`config.mk`:
```
export PLATFORM = sky130hd
export DESIGN_NAME = sound_voices
export DESIGN_NICKNAME = d
export VERILOG_FILES = /design/src/rtl/sound_voices.sv
export SDC_FILE = /design/constraint.sdc
export NUM_CORES = 1
export LEC_CHECK = 0
export CAP_MARGIN = 10
export CORE_MARGIN = 10
export CORE_UTILIZATION = 42
export DETAILED_ROUTE_END_ITERATION = 8
export PLACE_DENSITY_LB_ADDON = 0.1
export SYNTH_ARGS = -nofsm -noshare
export SYNTH_HDL_FRONTEND = slang
export SYNTH_SLANG_ARGS = --single-unit
export TNS_END_PERCENT = 10
```
`constraint.sdc`:
```
create_clock -name clk -period 3.5 [get_ports clk]
set_clock_uncertainty 0.05 [all_clocks]
set_input_delay 0.35 -clock clk [delete_from_list [all_inputs] [get_ports clk]]
set_output_delay 0.35 -clock clk [all_outputs]
set_load 0.01 [all_outputs]
```
`src/rtl/sound_voices.sv`:
```
// Polyphonic square-wave sound generator: voice allocation with priority
// stealing, per-voice tone/frame sequencing, level summation and a
// first-order sigma-delta modulator driving a 1-bit audio pin.

module sound_voice #(
   parameter int DIV_WIDTH = 4,
   parameter int LEN_WIDTH = 5
) (
   input  logic                 clk,
   input  logic                 rst,
   input  logic                 start,
   input  logic                 frame_tick,
   input  logic                 tone_tick,
   input  logic [1:0]           start_mode,
   input  logic [DIV_WIDTH-1:0] start_pitch,
   input  logic [LEN_WIDTH-1:0] start_len,
   input  logic [1:0]           start_prio,
   output logic                 busy,
   output logic [1:0]           prio,
   output logic [DIV_WIDTH-1:0] pitch,
   output logic                 level_bit
);
   localparam logic [1:0] M_SWEEP  = 2'd2;
   localparam logic [1:0] M_WARBLE = 2'd3;

   logic [1:0]           mode;
   logic [LEN_WIDTH-1:0] len, len_eff, phase, phase_nxt;
   logic [DIV_WIDTH-1:0] div;
   logic                 square;

   assign len_eff   = (len == '0) ? LEN_WIDTH'(1) : len;
   assign phase_nxt = phase + LEN_WIDTH'(1);
   // WARBLE silences the output in alternate 4-frame windows; div keeps running
   assign level_bit = busy & square & ~((mode == M_WARBLE) & phase[2]);

   // voice state: a start overrides any tick arriving on the same cycle
   always_ff @(posedge clk) begin
      if (rst) begin
         busy   <= 1'b0;
         mode   <= '0;
         prio   <= '0;
         pitch  <= '0;
         len    <= '0;
         phase  <= '0;
         div    <= '0;
         square <= 1'b0;
      end else if (start) begin
         busy   <= 1'b1;
         mode   <= start_mode;
         prio   <= start_prio;
         pitch  <= start_pitch;
         len    <= start_len;
         phase  <= '0;
         div    <= '0;
         square <= 1'b0;
      end else if (busy) begin
         if (tone_tick) begin
            if (div == pitch) begin
               div    <= '0;
               square <= ~square;
            end else begin
               div <= div + DIV_WIDTH'(1);
            end
         end
         if (frame_tick) begin
            phase <= phase_nxt;
            if (phase_nxt >= len_eff) busy <= 1'b0;
            if (mode == M_SWEEP) begin
               if (phase < (len >> 1)) begin
                  if (pitch != '1) pitch <= pitch + DIV_WIDTH'(1);
               end else begin
                  if (pitch != '0) pitch <= pitch - DIV_WIDTH'(1);
               end
            end
         end
      end
   end
endmodule

module sound_voices #(
   parameter int NUM_VOICES = 2,
   parameter int DIV_WIDTH  = 4,
   parameter int LEN_WIDTH  = 5
) (
   input  logic                              clk,
   input  logic                              rst,
   input  logic                              vsync,
   input  logic                              pwm_base,
   input  logic                              trig,
   input  logic [1:0]                        trig_mode,
   input  logic [DIV_WIDTH-1:0]              trig_pitch,
   input  logic [LEN_WIDTH-1:0]              trig_len,
   input  logic [1:0]                        trig_prio,
   output logic [NUM_VOICES-1:0]             voice_busy,
   output logic                              trig_drop,
   output logic [$clog2(NUM_VOICES+1)-1:0]   audio_level,
   output logic                              audio
);
   localparam int AW = $clog2(NUM_VOICES+1);
   localparam int SW = AW + 1;

   logic prev_vsync, prev_pwm_base;
   logic frame_tick, tone_tick;
   logic [NUM_VOICES-1:0]                busy, start, lvl_bits, idle_oh, steal_oh;
   logic [NUM_VOICES-1:0][1:0]           v_prio;
   logic [NUM_VOICES-1:0][DIV_WIDTH-1:0] v_pitch;
   logic [1:0]    best_prio;
   logic          drop_nxt, valid_trig;
   logic [AW-1:0] level_nxt;
   logic [SW-1:0] acc, sd_sum;

   assign frame_tick = vsync & ~prev_vsync;
   assign tone_tick  = pwm_base & ~prev_pwm_base;
   assign valid_trig = trig & (trig_mode != 2'd0);
   assign voice_busy = busy;

   // edge detectors start high so inputs held high through reset give no tick
   always_ff @(posedge clk) begin
      if (rst) begin
         prev_vsync    <= 1'b1;
         prev_pwm_base <= 1'b1;
      end else begin
         prev_vsync    <= vsync;
         prev_pwm_base <= pwm_base;
      end
   end

   // allocation from registered state: first idle voice, else weakest lower-priority voice
   always_comb begin
      idle_oh   = '0;
      steal_oh  = '0;
      best_prio = 2'd0;
      for (int i = 0; i < NUM_VOICES; i++) begin
         if (!busy[i] && (idle_oh == '0)) idle_oh[i] = 1'b1;
         if (busy[i] && (v_prio[i] < trig_prio) &&
             ((steal_oh == '0) || (v_prio[i] < best_prio))) begin
            steal_oh    = '0;
            steal_oh[i] = 1'b1;
            best_prio   = v_prio[i];
         end
      end
      start    = '0;
      drop_nxt = 1'b0;
      if (valid_trig) begin
         if (idle_oh != '0)       start = idle_oh;
         else if (steal_oh != '0) start = steal_oh;
         else                     drop_nxt = 1'b1;
      end
   end

   generate
      for (genvar i = 0; i < NUM_VOICES; i++) begin : g_voice
         sound_voice #(.DIV_WIDTH(DIV_WIDTH), .LEN_WIDTH(LEN_WIDTH)) u_voice (
            .clk         (clk),
            .rst         (rst),
            .start       (start[i]),
            .frame_tick  (frame_tick),
            .tone_tick   (tone_tick),
            .start_mode  (trig_mode),
            .start_pitch (trig_pitch),
            .start_len   (trig_len),
            .start_prio  (trig_prio),
            .busy        (busy[i]),
            .prio        (v_prio[i]),
            .pitch       (v_pitch[i]),
            .level_bit   (lvl_bits[i])
         );
      end
   endgenerate

   // popcount of audible voices
   always_comb begin
      level_nxt = '0;
      for (int i = 0; i < NUM_VOICES; i++) level_nxt = level_nxt + AW'(lvl_bits[i]);
   end

   assign sd_sum = acc + SW'(audio_level);

   // level register, drop pulse and first-order sigma-delta
   always_ff @(posedge clk) begin
      if (rst) begin
         audio_level <= '0;
         trig_drop   <= 1'b0;
         acc         <= '0;
         audio       <= 1'b0;
      end else begin
         audio_level <= level_nxt;
         trig_drop   <= drop_nxt;
         if (sd_sum >= SW'(NUM_VOICES)) begin
            audio <= 1'b1;
            acc   <= sd_sum - SW'(NUM_VOICES);
         end else begin
            audio <= 1'b0;
            acc   <= sd_sum;
         end
      end
   end
endmodule

```
# --- After elaboration in Yosys (flattened, before gate mapping) ---
# Cells that the tools add are included.
totals:
  wordCells: 137
  output_inout_bits: 6
  register_bits: 57
op_classes:
  n_eq_ne: 10
  add_sub_neg: 11
  n_bitwise: 16
  mux: 37
  reduce_logical: 33
  order_cmp: 8
ops:
  columns: ["cell", "count"]
  rows:
  - ["two-way mux 4 bit", 16]
  - ["nonzero test 2 bit", 9]
  - ["adder 4 x 1 -> 4 bit, second input constant", 4]
  - ["two-way mux 1 bit", 13]
  - ["adder 5 x 1 -> 5 bit, second input constant", 2]
  - ["greater-or-equal comparator 5 bit", 2]
  - ["zero test 5 bit", 2]
  - ["< comparator 5 x 4 -> 1 bit", 2]
  - ["two-way mux 2 bit", 5]
  - ["two-way mux 5 bit", 2]
  - ["AND reduction 5 bit", 2]
  - ["AND 1 bit", 9]
  - ["== test 2 bit, second input constant", 4]
  - ["== test 4 bit", 2]
  - ["!= test 4 bit, second input constant", 2]
  - ["AND reduction 2 bit", 4]
  - ["nonzero test 4 bit", 2]
  - ["subtractor 4 x 1 -> 4 bit, second input constant", 2]
  - ["NOT 1 bit", 7]
  - ["< comparator 2 bit", 3]
  - ["!= test 3 bit, second input constant", 2]
  - ["AND reduction 3 bit", 2]
  - ["nonzero test 3 bit", 2]
  - ["logical AND 1 bit", 4]
  - ["10 further kinds", 11]

# --- Longest topological paths before layout ---
# Gate-level depths: netlist (run 1).
logic_depth:
  word_depth: 13
  ltp_mapped: 12
  depth_no_buf: 12

# --- Hierarchy ---
# A second synthesis (run 1) with hierarchy kept.
unflattened:
  cells_unflattened: 363
  hier_area_um2: 3340.7
modules_own_cells:
  columns: ["mod", "seq_area_each_um2", "area_each_um2", "instances", "cells_each"]
  rows:
  - ["sound_voice at g_voice[1].u_voice", 480.5, 1430.1, 1, 159]
  - ["sound_voice at g_voice[0].u_voice", 480.5, 1407.6, 1, 155]
  - ["sound_voices", 180.2, 503.0, 1, 49]

# --- Least setup slack after synthesis (run 1) ---
# No wires, ideal clock.
synth_path:
  path_kind: "reg2reg"
  from: "reg g_voice[0].u_voice.phase[2]"
  to: "reg g_voice[0].u_voice.pitch[3]"
  path_stages_with_launch: 12
  setup_ns: 0.091
  synth_period_minus_slack_ns: 2.636
  t_arrival_ns: 2.495
  slack_ns: 0.864
  required_time_ns: 3.359
  path_buffers: 0
  path_cell_list: "dfxtp_1 -> ha_1 -> a21oi_1 -> o21ai_1 -> a211o_1 -> ha_1 -> a21o_1 -> a21oi_1 -> xor2_1 -> nor4b_2 -> a31oi_1 -> a311oi_1"
synth_between:
  elab_chain_cells: 6
  elab_cells_between_ends: 9
  cone_classes: "1 x order compare; 1 x eq/ne; 5 x mux; 2 x reduce/logical"
synth_rtl:
  columns: ["element", "line", "source"]
  rows:
  - ["start: declaration", "27", "logic [LEN_WIDTH-1:0] len, len_eff, phase, phase_nxt;"]
  - ["start signal: assignment", "66", "phase <= phase_nxt;"]
  - ["< comparator 5 x 4 -> 1 bit (*)", "69", "if (phase < (len >> 1)) begin"]
  - ["two-way mux 4 bit", "69", null]
  - ["two-way mux 4 bit", "68", "if (mode == M_SWEEP) begin"]
  - ["two-way mux 4 bit", "65", "if (frame_tick) begin"]
  - ["two-way mux 4 bit", "56", "end else if (busy) begin"]
  - ["two-way mux 4 bit", "47", "end else if (start) begin"]
  - ["end signal: assignment", "51", "pitch <= start_pitch;"]
  - ["end signal: assignment", "70", "if (pitch != '1) pitch <= pitch + DIV_WIDTH'(1);"]
  - ["end signal: assignment", "72", "if (pitch != '0) pitch <= pitch - DIV_WIDTH'(1);"]
  - ["end: declaration", "20", "output logic [DIV_WIDTH-1:0] pitch,"]
# Every way passes the cells marked *; elsewhere a longest branch is shown, timed or not. The select of a mux whose other input is x is not followed.
# A chain may end at the register's enable or synchronous reset.

# --- Final worst setup path (run 1) ---
layout_path:
  from: "reg g_voice[1].u_voice.phase[2]"
  to: "reg g_voice[1].u_voice.pitch[3]"
layout_between:
  elab_chain_cells: 6
  elab_cells_between_ends: 9
  cone_classes: "1 x order compare; 1 x eq/ne; 5 x mux; 2 x reduce/logical"
layout_rtl:
  columns: ["element", "line"]
  rows:
  - ["start: declaration", "27"]
  - ["start signal: assignment", "66"]
  - ["< comparator 5 x 4 -> 1 bit (*)", "69"]
  - ["two-way mux 4 bit", "69"]
  - ["two-way mux 4 bit", "68"]
  - ["two-way mux 4 bit", "65"]
  - ["two-way mux 4 bit", "56"]
  - ["two-way mux 4 bit", "47"]
  - ["end signal: assignment", "51"]
  - ["end signal: assignment", "70"]
  - ["end signal: assignment", "72"]
  - ["end: declaration", "20"]
# Marks and branches as above.

==> results.yml, run 1 <==
outcome:
  status: "complete, no violations"
pwr:
  p_int_uw: 1170
  power.share.combinational_pct: 14.7
  power.clock.fraction_pct: 41.4
  power_uw: 1590
  p_sw_uw: 417
  power.density_nw_per_um2: 416
  ir_drop_v: 0.000197
  pwr-share-seq_pct: 43.9
  p_leak_uw: 0.00147
  swShare_pct: 26.3
place:
  dp_hpwl_mm: 5.17
  port_buffers: 23
  dpl.cell_count: 484
  gp_congestion: 0.726
clocking:
  clockRootBuffer: "clkbuf_8"
  htree_levels: 3
  cts_setup_buffers: 0
  cts.sinks: 57
  hold_buffers: 0
  clock_latency_ns: 0.34
  cts_tree: "done"
  postCtsResizedCells: 0
  clk_path_buf_depth: 2
  cts_made_buffers: 9
  clkSlewWorstSetupHoldPaths_ns: 0.07
finish:
  antennaDiodeCount: 0
  regArea_um2: 1140
  layout-drive-gt1-share_pct: 7.54
  multi_input_area_um2: 1990
  nNetsFinal: 443
  n_fill_cell: 740
  final_cells: 500
  area_delta_synth_final_pct: 16.3
drt:
  remaining_drc_errors: 0
  drtAntennaViolNets: 0
  drt_iter0_drc: 58
  vias: 2509
  wl_mm: 6.85
  avgRoutedWirePerCell_um: 13.7
  drt_first_pass_iters: 4
  avgViaCountPerCell: 5.02
synth:
  seq_area_frac_synth_pct: 34.8
  synth_warnings: 0
  synth_area_um2: 3280
  syn_inst: 366
  synth_area_leaders: "dfxtp_1 35%, ha_1 11%, mux2i_1 5.8%"
  async_flop_share_pct: 0
  syn_avg_cell_area_um2: 8.96
  synth_top_area_cell: "dfxtp_1"
  ys_seq_elements: 57
  synth_nets: 416
  synth-edff-count: 0
  synth_top_area_share_pct: 34.8
  yosysUniqueCellTypes: 51
  synth_most_common_cell: "dfxtp_1"
  synth_flop_cell: "dfxtp_1"
  synthTopCellsByCount: "57 x dfxtp_1, 50 x nor2_1, 29 x ha_1, 22 x nand2_1, 21 x xnor2_1"
floorplan:
  rows: 32
  die_w_um: 108
  dieArea_um2: 11700
  die_h_um: 108
  pin_count: 24
  initial_core_util_pct: 42.9
  core_um2: 7650
global_route:
  track_usage_pct: 12.6
  grt_pass1_vias: 2465
  grt_pass1_wl_mm: 11.6
  grt_antenna_before_repair: 0
  grt_overflow: 0
  grt_max_degree: 20
critical_path:
  cp_common_cell: "ha_1"
  worstSetupEndpointType: "register"
  start_kind: "register"
  critical_path.max_fanout: 8
  slowest_stage: "a22oi_1"
  critPathKind: "register to register"
  required_ns: 3.70
  slowest_delay_ns: 0.66
  path_cells: "ha_1 -> o21ai_0 -> a22oi_1 -> ha_1 -> a21o_1 -> a21oi_1 -> xnor2_1 -> nand4b_1 -> o21a_1 -> a221oi_1"
  cp.arrival_ns: 3.13
timing:
  fin_crit_sh_pct: 83.8
  relSlewSlack_pct: 46.5
  grt_setup_unrepaired: "no"
  drv_slew: 0
  tightest_slew_ns: 0.803
  finalSetupTns_ns: 0
  fin_crit_ns: 2.93
  max_freq_mhz: 341
  hold_viol_final: 0
  setup_violations: 0
flow_run:
  cap_viol_max_count: 0
hold_path:
  hp-class: "register to register"
==> registers in the layout (all words and copies together), names as in the netlist <==
| signal | count |
|---|---|
| acc | 3 |
| audio | 1 |
| audio_level | 2 |
| g_voice.u_voice.busy | 2 |
| g_voice.u_voice.div | 8 |
| g_voice.u_voice.len | 10 |
| g_voice.u_voice.mode | 4 |
| g_voice.u_voice.phase | 10 |
| g_voice.u_voice.pitch | 8 |
| g_voice.u_voice.prio | 4 |
| g_voice.u_voice.square | 2 |
| prev_pwm_base | 1 |
| prev_vsync | 1 |
| trig_drop | 1 |
==> logic make-up (layout without fill, tap and decap cells) <==
group           after synthesis  count (layout)  synth area share, %
compound gates               59              59                 12.6
buf+inv                      32              64                 4.58
mux                          19              19                 5.80
fa+ha+maj                    32              32                 12.9
xor+xnor                     32              32                 8.54
simple gates                135             135                 20.8
flops                        57              57                 34.8
==> stage by stage <==
step / utilization (%) / hold WS (ns) / setup WS, ns / area, um2
finish: 49.9 / 0.446 / 0.568 / 3820
detailed placement: 47.2 / 0.436 / 0.200 / 3610
floorplan: - / 0.407 / 0.864 / 3280
global placement: 47.2 / 0.432 / 0.268 / 3610
CTS: 49.9 / 0.450 / 0.534 / 3820
global route: 49.9 / 0.485 / 0.281 / 3820
==> routing by layer <==
| metal | share of wire, % | vias up | global-route usage (%) |
|---|---|---|---|
| met4 | 2.0 | 0 | 6.21 |
| met3 | 4.3 | 11 | 3.45 |
| met1 | 50 | 1133 | 16.5 |
| met2 | 44 | 43 | 18.5 |
| li1 | - | 1322 | - |
| met5 | 0 | - | 0 |
==> worst max-delay path, delay by kind of cell (launching register included) <==
family | cells | cell delay (ns)
AND/OR/NAND/NOR | 1 | 0.12
flip-flops | 1 | 0.39
AO/OA/AOI/OAI | 6 | 1.44
adder cells (fa/ha/maj) | 2 | 0.67
XOR/XNOR | 1 | 0.16
==> power by group through the flow <==
stage,logic [uW],clock network [uW],registers [uW]
finish,233,656,697
global route,264,699,701
CTS,236,675,697
detailed placement,234,0,711
global placement,233,0,712
floorplan,176,0,702
==> cell type report <==
cell class,count,share of cell area [%]
clock inverters,2,0.918
flip-flops and latches,57,29.9
clock buffers,14,4.52
multi-input cells,277,52.1
well taps,102,3.34
repair buffers,30,7.41
inverters,18,1.77
==> worst paths after layout <==
path | startpoint | endpoint | slack (ns) | depth (start not counted)
max reg2reg | g_voice[1].u_voice.phase[2] | g_voice[1].u_voice.pitch[3] | 0.57 | 10
min | g_voice[0].u_voice.len[4] | g_voice[0].u_voice.len[4] | 0.45 | 2
max | g_voice[1].u_voice.phase[2] | g_voice[1].u_voice.pitch[3] | 0.57 | 10
min reg2reg | g_voice[0].u_voice.len[4] | g_voice[0].u_voice.len[4] | 0.45 | 2
==> placed cells by master, fill, tap and decap left out, types with 3 or more instances in the layout <==
master	instances
xor2_1	11
a221oi_1	3
buf_4	7
a31oi_1	3
a211oi_1	4
clkdlybuf4s50_1	23
nor4_1	4
o21ai_0	6
o21ai_1	3
nor2_1	50
nor2b_1	9
nor3_1	3
clkbuf_8	12
nand4b_1	3
xnor2_1	21
nand3_1	12
nand2_1	22
inv_1	18
ha_1	29
nand2b_1	13
nand4_1	5
a21oi_1	17
dfxtp_1	57
a21o_1	7
fa_1	3
mux2i_1	19
Note: power is estimated with default switching activity, not from simulation.
==> run 2, diff against run 1 <==
clock period = 2.5 ns   (was 3.5 ns; I/O delays follow)
==> run 2 against run 1 <==
Critical path depth grew 2. Sequential share of layout area shrank 2.7 points. Clock-buffer cell count shrank 3. First-iteration DRC count grew 21%. Clock power grew 52%. Critical endpoint is now g_voice[0].u_voice.pitch[3]. Largest cell class unchanged. Highest routed layer unchanged.
==> results.yml, run 2 (synthesized netlist as in run 1, its figures left out) <==
drt:
  remaining_drc_errors: 0
  drt_iter0_drc: 70
  wl_mm: 7.19
  vias: 2648
  drt_first_pass_iters: 4
  avgRoutedWirePerCell_um: 13.5
  avgViaCountPerCell: 4.97
  drtAntennaViolNets: 0
timing:
  tightest_slew_ns: 0.617
  hold_viol_final: 0
  fin_crit_ns: 2.49
  relSlewSlack_pct: 58.7
  max_freq_mhz: 401
  grt_setup_unrepaired: "yes"
  drv_slew: 0
  fin_crit_sh_pct: 99.7
  setup_violations: 0
floorplan:
  rows: 32
  pin_count: 24
  dieArea_um2: 11700
  initial_core_util_pct: 42.9
  die_h_um: 108
  die_w_um: 108
  core_um2: 7650
outcome:
  status: "complete, no violations"
finish:
  utilization_pct: 55.1
  reg_top3: "g_voice.u_voice.len: 10 flops, g_voice.u_voice.phase: 10 flops"
  final_cell_area_um2: 4210
  regArea_um2: 1150
  area_delta_synth_final_pct: 28.4
  layout-drive-gt1-share_pct: 20.2
  antennaDiodeCount: 0
  mostFrequentLayoutCell: "dfxtp_1"
  nNetsFinal: 476
  n_fill_cell: 702
  mostFrequentLayoutCells: "53 x dfxtp_1, 50 x nor2_1, 36 x buf_4"
  multi_input_area_um2: 2100
pwr:
  power.clock.fraction_pct: 41.9
  power.share.combinational_pct: 17.1
  p_leak_uw: 0.00167
  p_int_uw: 1760
  ir_drop_v: 0.000287
  pwr-share-seq_pct: 41.1
  swShare_pct: 25.8
  power_uw: 2380
  p_sw_uw: 613
  power.density_nw_per_um2: 564
critical_path:
  critical_path.max_fanout: 3
  critPathKind: "register to register"
  critical_path_buf_inv_count: 1
  cp_common_cell: "a21oi_2"
  crit_family: "compound AO/OA/AOI/OAI gates"
  path_cells: "inv_2 -> ha_4 -> a21oi_2 -> o21ai_1 -> a211o_1 -> ha_1 -> a21o_1 -> a21oi_2 -> xor2_2 -> nor4b_2 -> a31oi_1 -> a311oi_1"
  slowest_delay_ns: 0.33
  slowest_stage: "dfxtp_2"
  start_kind: "register"
  cp.arrival_ns: 2.69
  worstSetupEndpointType: "register"
  required_ns: 2.70
place:
  port_buffers: 23
  dp_hpwl_mm: 5.40
  dpl_cell_area_um2: 3830
  gp_congestion: 0.852
global_route:
  grt_pass1_wl_mm: 12.3
  track_usage_pct: 13.0
  grt_max_degree: 19
  grt_pass1_vias: 2549
  grt_antenna_before_repair: 0
  grt_overflow: 0
clocking:
  hold_buffers: 0
  cts.sinks: 57
  cts_made_buffers: 9
  htree_levels: 3
  cts_tree: "done"
  clk_path_buf_depth: 2
  clock_latency_ns: 0.33
  clockRootBuffer: "clkbuf_8"
  clkSlewWorstSetupHoldPaths_ns: 0.07
flow_run:
  cap_viol_max_count: 0
hold_path:
  hp-class: "register to register"
-- run 2: changes by cell type in the layout (fill, tap and decap cells not counted), sizes merged --
cell,previous run,this run
buf,7,40
clkinv,1,2
bufinv,1,2
clkinvlp,0,1
clkbuf,14,11
-- run 2: cell type report --
cell class | instances | area share, %
multi-input cells | 277 | 49.8
flip-flops and latches | 57 | 27.2
repair buffers | 63 | 12.9
clock buffers | 11 | 3.59
well taps | 102 | 3.03
clock inverters | 5 | 1.84
inverters | 18 | 1.60
-- run 2: worst paths after layout --
path,startpoint,to,slack [ns],cells past startpoint
max,g_voice[0].u_voice.len[3],g_voice[0].u_voice.pitch[3],0.008,12
min,g_voice[0].u_voice.len[4],g_voice[0].u_voice.len[4],0.45,2
max reg2reg,g_voice[0].u_voice.len[3],g_voice[0].u_voice.pitch[3],0.008,12
min reg2reg,g_voice[0].u_voice.len[4],g_voice[0].u_voice.len[4],0.45,2
-- run 2: power groups by stage --
stage / clock network [uW] / logic (uW) / registers [uW]
after global placement: 0 / 364 / 993
after floorplan: 0 / 250 / 982
after CTS: 1020 / 376 / 974
final: 994 / 405 / 975
after detailed placement: 0 / 368 / 993
after global routing: 1050 / 453 / 979
-- run 2: tightest hold or removal path, delay by kind of cell, from the launching register on --
family           cells  cell delay, ns
and+or+nand+nor      1            0.07
DFF                  1            0.33
muxes                1            0.07
-- run 2: through the flow --
| stage | setup slack (ns) | hold slack (ns) | std cells | setup TNS [ns] |
|---|---|---|---|---|
| after global routing | -0.170 | 0.470 | 533 | -0.382 |
| after detailed placement | -0.327 | 0.437 | 512 | -10.21 |
| after floorplan | -0.0413 | 0.307 | 366 | -0.0413 |
| after global placement | -0.286 | 0.435 | 512 | -8.90 |
| after CTS | -0.0705 | 0.455 | 529 | -0.0705 |
| final | 0.00833 | 0.448 | 533 | 0 |
-- run 2: timing repair --
action                     CTS  global route
buffers inserted             1             4
setup endpoints to repair    4            36
resized for setup            6            17
pin swaps                    6            19
-- run 2: per-layer routing --
| metal | part of all wire, % | global-route usage, % | vias to the layer above |
|---|---|---|---|
| met1 | 49 | 16.6 | 1216 |
| li1 | - | - | 1385 |
| met2 | 45 | 20.4 | 37 |
| met4 | 1.4 | 4.52 | 0 |
| met3 | 4.3 | 3.93 | 10 |
| met5 | 0 | 0 | - |
